[config.mk]
export PLATFORM = sky130hd
export DESIGN_NAME = sha_job_sequencer
export DESIGN_NICKNAME = d
export VERILOG_FILES = /design/src/rtl/sha_ctrl_pkg.sv /design/src/rtl/sha_job_sequencer.sv
export SDC_FILE = /design/constraint.sdc
export NUM_CORES = 2
export LEC_CHECK = 0
export BUFFER_PORTS_ARGS = -buffer_cell sky130_fd_sc_hd__buf_2
export CAP_MARGIN = 10
export CORE_AREA = 2 2 325 327
export CTS_CLUSTER_SIZE = 30
export DETAILED_ROUTE_END_ITERATION = 8
export DIE_AREA = 0 0 327 329
export RECOVER_POWER = 50
export REMOVE_ABC_BUFFERS = 1
export SYNTH_ARGS = -nofsm -noshare
export SYNTH_HDL_FRONTEND = slang
export SYNTH_SLANG_ARGS = --single-unit
[constraint.sdc]
create_clock -name clk -period 1.92 [get_ports clk]
set_input_delay 0.096 -clock clk [delete_from_list [all_inputs] [get_ports clk]]
set_output_delay 0.096 -clock clk [all_outputs]
set_load 0.02 [all_outputs]
[src/rtl/sha_ctrl_pkg.sv]
// rtl/sha_ctrl_pkg.sv - shared state encoding and sizing constants for the SHA job sequencer
package sha_ctrl_pkg;

  localparam int SHA_MSG_WORDS  = 16;
  localparam int SHA_HASH_WORDS = 8;
  localparam int SHA_WORD_W     = 32;

  typedef enum logic [2:0] {
    ST_IDLE   = 3'd0,
    ST_LOADED = 3'd1,
    ST_RST    = 3'd2,
    ST_RUN    = 3'd3,
    ST_DONE   = 3'd4,
    ST_ERR    = 3'd5
  } sha_state_e;

endpackage

[src/rtl/sha_job_sequencer.sv]
// rtl/sha_job_sequencer.sv - loads one 512-bit block, sequences the SHA-256 core reset/run, captures the digest
module sha_job_sequencer
  import sha_ctrl_pkg::*;
#(
  parameter int RESET_CYCLES   = 2,
  parameter int TIMEOUT_CYCLES = 1024
) (
  input  logic           clk,
  input  logic           reset,
  input  logic           wr_valid,
  output logic           wr_ready,
  input  logic [31:0]    wr_data,
  input  logic           start,
  output logic           busy,
  output logic           done,
  output logic           timeout,
  input  logic [2:0]     rd_idx,
  output logic [31:0]    rd_data,
  output logic [0:511]   core_message,
  output logic           core_reset,
  input  logic           core_ready,
  input  logic [255:0]   core_hash
);

  localparam int              CW       = $clog2(TIMEOUT_CYCLES + 1);
  localparam logic [3:0]      RST_LAST = 4'(RESET_CYCLES - 1);
  localparam logic [CW-1:0]   TO_LAST  = CW'(TIMEOUT_CYCLES - 1);

  sha_state_e       r_state;
  sha_state_e       w_state_nxt;
  logic [4:0]       r_wcnt;
  logic [3:0]       r_rst_cnt;
  logic [CW-1:0]    r_cyc;
  logic [0:511]     r_msg;
  logic [255:0]     r_digest;

  logic             w_wr_fire;
  logic             w_reload;
  logic             w_ready_q;
  logic [8:0]       w_base;
  logic [7:0]       w_rd_msb;

  assign w_wr_fire = wr_valid && wr_ready;
  assign w_reload  = w_wr_fire && ((r_state == ST_DONE) || (r_state == ST_ERR));
  // The first RUN cycle (r_cyc == 0) masks a ready left over from the previous job.
  assign w_ready_q = (r_state == ST_RUN) && (r_cyc != '0) && core_ready;
  assign w_base    = {r_wcnt[3:0], 5'b00000};

  always_ff @(posedge clk) begin
    if (reset) begin
      r_state <= ST_IDLE;
    end else begin
      r_state <= w_state_nxt;
    end
  end

  always_comb begin
    w_state_nxt = r_state;
    wr_ready    = 1'b0;
    busy        = 1'b0;
    done        = 1'b0;
    timeout     = 1'b0;
    core_reset  = 1'b1;
    case (r_state)
      ST_IDLE: begin
        wr_ready = (r_wcnt < 5'd16);
        if (w_wr_fire && (r_wcnt == 5'd15)) begin
          w_state_nxt = ST_LOADED;
        end
      end
      ST_LOADED: begin
        if (start) begin
          w_state_nxt = ST_RST;
        end
      end
      ST_RST: begin
        busy = 1'b1;
        if (r_rst_cnt == RST_LAST) begin
          w_state_nxt = ST_RUN;
        end
      end
      ST_RUN: begin
        busy       = 1'b1;
        core_reset = 1'b0;
        if (w_ready_q) begin
          w_state_nxt = ST_DONE;
        end else if (r_cyc == TO_LAST) begin
          w_state_nxt = ST_ERR;
        end
      end
      ST_DONE: begin
        wr_ready   = 1'b1;
        done       = 1'b1;
        core_reset = 1'b0;
        if (w_wr_fire) begin
          w_state_nxt = ST_IDLE;
        end
      end
      ST_ERR: begin
        wr_ready = 1'b1;
        timeout  = 1'b1;
        if (w_wr_fire) begin
          w_state_nxt = ST_IDLE;
        end
      end
      default: begin
        w_state_nxt = ST_IDLE;
      end
    endcase
  end

  always_ff @(posedge clk) begin
    if (reset) begin
      r_wcnt    <= 5'd0;
      r_rst_cnt <= 4'd0;
      r_cyc     <= '0;
      r_msg     <= '0;
      r_digest  <= '0;
    end else begin
      // A word arriving after a finished job always restarts the load at word0.
      if (w_reload) begin
        r_msg[0 +: 32] <= wr_data;
        r_wcnt         <= 5'd1;
      end else if (w_wr_fire) begin
        r_msg[w_base +: 32] <= wr_data;
        r_wcnt              <= r_wcnt + 5'd1;
      end

      if (r_state == ST_RST) begin
        r_rst_cnt <= r_rst_cnt + 4'd1;
      end else begin
        r_rst_cnt <= 4'd0;
      end

      if (r_state == ST_RUN) begin
        r_cyc <= r_cyc + 1'b1;
      end else begin
        r_cyc <= '0;
      end

      if (w_ready_q) begin
        r_digest <= core_hash;
      end
    end
  end

  // Word i occupies digest bits [255-32i -: 32]; 255-32i == {~i, 5'h1f}.
  assign w_rd_msb     = {~rd_idx, 5'h1f};
  assign rd_data      = r_digest[w_rd_msb -: 32];
  assign core_message = r_msg;

endmodule

# Yosys cells after proc, flatten, opt, wreduce, memory -nomap -nowiden
# Index checks and enable logic that the tools add are counted.
# Widths: inputs -> output; s select.
# classes
add_sub_neg	4
magnitude_cmp	1
eq_ne	13
n_shift	3
muxes	17
n_bitwise	5
reduce_logical	17
# op_table
op	count
$shift 513x11->512 const A	1
$shiftx 513x11->512	1
$bwmux 512	1
$mux 512	1
$shiftx 287x9->32	1
$mux 32	1
$mux 3	6
$pmux 3 s5	1
$reduce_or 2->1	6
$add 11x1->11 const B	1
$eq 11x10->1 const B	1
$neg 10->11	1
$reduce_bool 11->1	1
$not 9->10	1
$eq 3x2->1 const B	2
$eq 3x3->1 const B	2
$mux 1	6
$ne 2x2->1 const B	3
$add 5x1->5 const B	1
$eq 5x4->1 const B	1
$logic_and 1x1->1	5
$lt 5x5->1 const B	1
$reduce_and 5->1	1
$add 4x1->4 const B	1
other kinds (11)	13
# totals
regBits	791
in_bits	296
word_cells	68

# Longest topological paths before layout
# logic_depth
ltp_word	7
ltp_mapped	10
depth_no_buf	8

# Worst setup path before layout
# No wires, ideal clock.
# synth_timing
kind	register to register
start	reg r_cyc[0]
end	reg r_digest[215]
setup_time_ps	70
arrival_time_ps	1747
slack_ps	102
stages_incl_launch_ff	11
path_buffers	3
path_cell_list	dfxtp_1 -> inv_1 -> ha_1 -> nor4b_1 -> a31oi_1 -> and2_1 -> clkbuf_1 -> buf_2 -> buf_2 -> nand2_1 -> a21oi_1
# synth_between
elab_chain_cells	3
# synth_rtl
item	line	source
start: declaration	sha_job_sequencer.sv:33	logic [CW-1:0] r_cyc;
start signal: assignment	sha_job_sequencer.sv:136	r_cyc <= r_cyc + 1'b1;
$reduce_bool 11->1	sha_job_sequencer.sv:46	assign w_ready_q = (r_state == ST_RUN) && (r_cyc != '0) && core_ready;
$logic_and 1x1->1 (2 in a row)	sha_job_sequencer.sv:46	
end signal: assignment	sha_job_sequencer.sv:142	r_digest <= core_hash;
end: declaration	sha_job_sequencer.sv:35	logic [255:0] r_digest;
# No other way between the ends.
# A chain may end at the register's enable or synchronous reset.

# Worst setup path after layout
# layout_timing
start	reg r_digest[127]
end	out rd_data[31]
# layout_between
elab_chain_cells	1
# layout_rtl
item	line	source
$shiftx 287x9->32	sha_job_sequencer.sv:149	assign rd_data = r_digest[w_rd_msb -: 32];
end: declaration	sha_job_sequencer.sv:18	output logic [31:0] rd_data,
# No other way between the ends.

==> results.yml <==
layout:
  areaGrowthSynthToFinish_pct: 47.54
  fin_util_pct: 42.75
  drive_gt1_share_pct: 22.11
  multi_input_area_sq_mm: 0.01449
  fillers: 10083
  final_nets: 5019
  final-seq-area_sq_mm: 0.01589
  final_common_cell: "nand2_1"
  final_cell_mix: "782 x nand2_1, 751 x dfxtp_1, 540 x a21oi_1, 532 x clkbuf_1, 297 x buf_2"
setup_path:
  r2r_cells: 10
  crit_path_start_kind: "flip-flop"
  worstPathArrival_ns: 2.02
  crit_fanout: 2
  r2r-start: "r_state[2]$_SDFFE_PP0P_"
  worstPathRequired_ns: 1.82
  endpoint_kind: "primary output"
  r2r_end: "r_digest[146]$_SDFFE_PP0P_"
  critPathKind: "flip-flop to primary output"
  reg2reg_setup_slack_ns: -0.05
detailed_routing:
  drt-met1-wl_mm: 52.39
  vias_per_cell: 5.122
  ant_nets: 0
  first_pass_iters: 6
  top_layer_used: "met4"
  met2_length_mm: 66.66
  totalWireLength_mm: 139.9
  wl_per_cell_microns: 22.66
  drtIter0Drc: 2698
  vias: 31626
  wl_met3_mm: 13.92
  drc: 0
cts:
  cts_htree_levels: 3
  cts_root_buf: "clkbuf_16"
  max-clock-path-buffers: 3
  clock_sinks: 791
  clk_pin_slew_ns: 0.06
  cts_inserted_buffers: 88
  cts_tree: "done"
  clk_latency_ns: 0.67
pwr:
  powerDensity_mw_per_mm2: 848.3
  p_leak_nw: 16.05
  finalPower_mw: 37.85
  vdd_drop_max_v: 0.0006998
outcome:
  violations: "setup timing"
  outcome: "complete, but fails checks"
hold_path:
  hold_depth: 7
  hp-class: "input pin to flip-flop"
  hp-start: "core_ready"
  hold-path-endpoint: "r_state[0]$_SDFFE_PP0P_"
floorplan:
  pin_count: 845
  die-width_microns: 327
  die_h_microns: 329
  die_area_sq_mm: 0.1076
  rows: 119
  core_area_sq_mm: 0.1044
  start_util_pct: 28.97
grt:
  grt_pass1_vias: 29197
  antenna_found_initial: 8
  grt_max_degree: 182
  grt_pass1_wl_mm: 188.2
  grt_overflow: 0
  grtUsageTotal_pct: 22.97
logic_synthesis:
  ys_types: 45
  synth_area_sq_mm: 0.03024
  synth_area_per_cell_sq_um: 8.320
  syn_inst: 3635
  yosysSeqAreaShare_pct: 52.36
  async_reset_ff_share_pct: 0
  yosys_most_used_dff: "dfxtp_1"
  ys_ff_latch: 791
  yosysWarningCount: 0
  synth_edf_count: 0
sta:
  finalSetupTns_ns: -3.362
  min_period_ns: 2.118
  setup-violations-final: 69
  post-route-period-util_pct: 110.3
  drv_slew: 0
  hold_ws_ns: 0.2126
  clock_skew_ns: 0.04421
  relSlewSlack_pct: 17.87
  fin_ws_ns: -0.1982
  rsz0062_at_grt: "yes"
  fmax_ghz: 0.4721
  tightest_slew_ns: 1.232
  finalHoldViolCount: 0
flow_run:
  drv_cap: 0
place:
  gp_congestion: 0.8530
  portBuffers: 844
  dp_hpwl_mm: 85.06
-- power by group --
group / internal (mW) / leakage, nW / switching (mW) / total (mW)
clock network: 9.75 / 1.42 / 7.31 / 17.1
registers: 16.6 / 6.39 / 0.0927 / 16.6
logic: 1.53 / 8.24 / 2.62 / 4.15
-- per-stage QoR --
stage | setup slack [ns] | instances | area [sq um]
finish | -0.1982 | 6175 | 44620
global route | -0.2284 | 6174 | 44620
CTS | -0.2141 | 6141 | 43440
detailed placement | -0.06346 | 5670 | 36670
global placement | 0.01238 | 5670 | 36670
floorplan | -3.709 | 3292 | 28810
-- cell type report --
class                      instances  area share (%)
timing repair buffer            1329           21.36
multi-input combinational       2491           32.48
clock buffer                     126           5.729
sequential                       791           35.61
tap                             1391           3.901
inverter                          11         0.09254
clock inverter                    29          0.7852
antenna                            7         0.03926
-- worst max-delay path, cell delays in order, from the launching register on --
cell	delay (ns)
dfxtp_1	0.35
mux4_2	0.54
mux2_4	0.33
buf_6	0.14
-- worst max-delay path by stage --
stage | from | to | slack, ns
floorplan | r_cyc[0]$_SDFF_PP0_ | r_digest[0]$_SDFFE_PP0P_ | -3.71
global placement | r_wcnt[1]$_SDFFE_PP0P_ | core_message[9]$_SDFFE_PP0P_ | 0.01
detailed placement | r_cyc[0]$_SDFF_PP0_ | r_digest[102]$_SDFFE_PP0P_ | -0.06
CTS | r_digest[172]$_SDFFE_PP0P_ | rd_data[12] | -0.21
global route | r_digest[31]$_SDFFE_PP0P_ | rd_data[31] | -0.23
finish | r_digest[127]$_SDFFE_PP0P_ | rd_data[31] | -0.20
-- flip-flops by register name, summed over array words and instances (netlist names) --
signal and count:
r_digest 256, core_message 512, r_rst_cnt 4, r_cyc 11
r_state 3, r_wcnt 5
-- per-layer routing --
layer / up-vias / track usage (%)
met5: - / 0
met4: 0 / 9.264
met3: 365 / 6.612
met2: 1701 / 38.94
met1: 15188 / 27.31
li1: 14372 / -
-- logic make-up (layout without fill, tap and decap cells) --
logic type	count (synthesis)	after routing	synth area share, %
other	0	7	0
XOR/XNOR	9	9	0.2606
buffers and inverters	354	1495	4.874
AO/OA/AOI/OAI	789	789	13.56
AND/OR/NAND/NOR	1584	1585	22.49
adder cells (fa/ha/maj)	11	11	0.4551
flip-flops	791	791	52.36
multiplexers	97	97	5.991
-- cell usage after synthesis, types with 2 or more instances --
cell	n	area, sq um
a21oi_1	648	3243
and3_1	7	43.79
xnor2_1	4	35.03
inv_1	11	41.29
or3_1	3	18.77
buf_2	56	280.3
nor4_1	2	12.51
o21ai_0	100	500.5
nand3b_1	96	720.7
a22o_1	32	280.3
nand4_1	5	31.28
buf_6	4	45.04
and2_1	4	25.02
clkbuf_1	268	1006
nand2b_1	5	31.28
nor3_2	2	20.02
nand2_1	878	3296
nor2_1	287	1077
buf_1	3	11.26
mux2_2	32	360.4
xor2_1	5	43.79
mux4_2	64	1441
nor2b_1	9	56.30
nand3_1	269	1346
ha_1	11	137.6
nor3_1	8	40.04
and2_0	2	12.51
a211oi_1	2	15.01
dfxtp_1	791	15840
buf_4	12	90.09
-- what timing repair did --
action                     4_1_cts  5_1_grt
hold buffers                   291        0
setup endpoints to repair      205      303
buffers inserted                15       17
cloned                          12       15
hold endpoints to repair       551        0
gates resized for setup        158      380
pin swaps                        9      112
No activity file was read; power rests on OpenSTA's default activity.
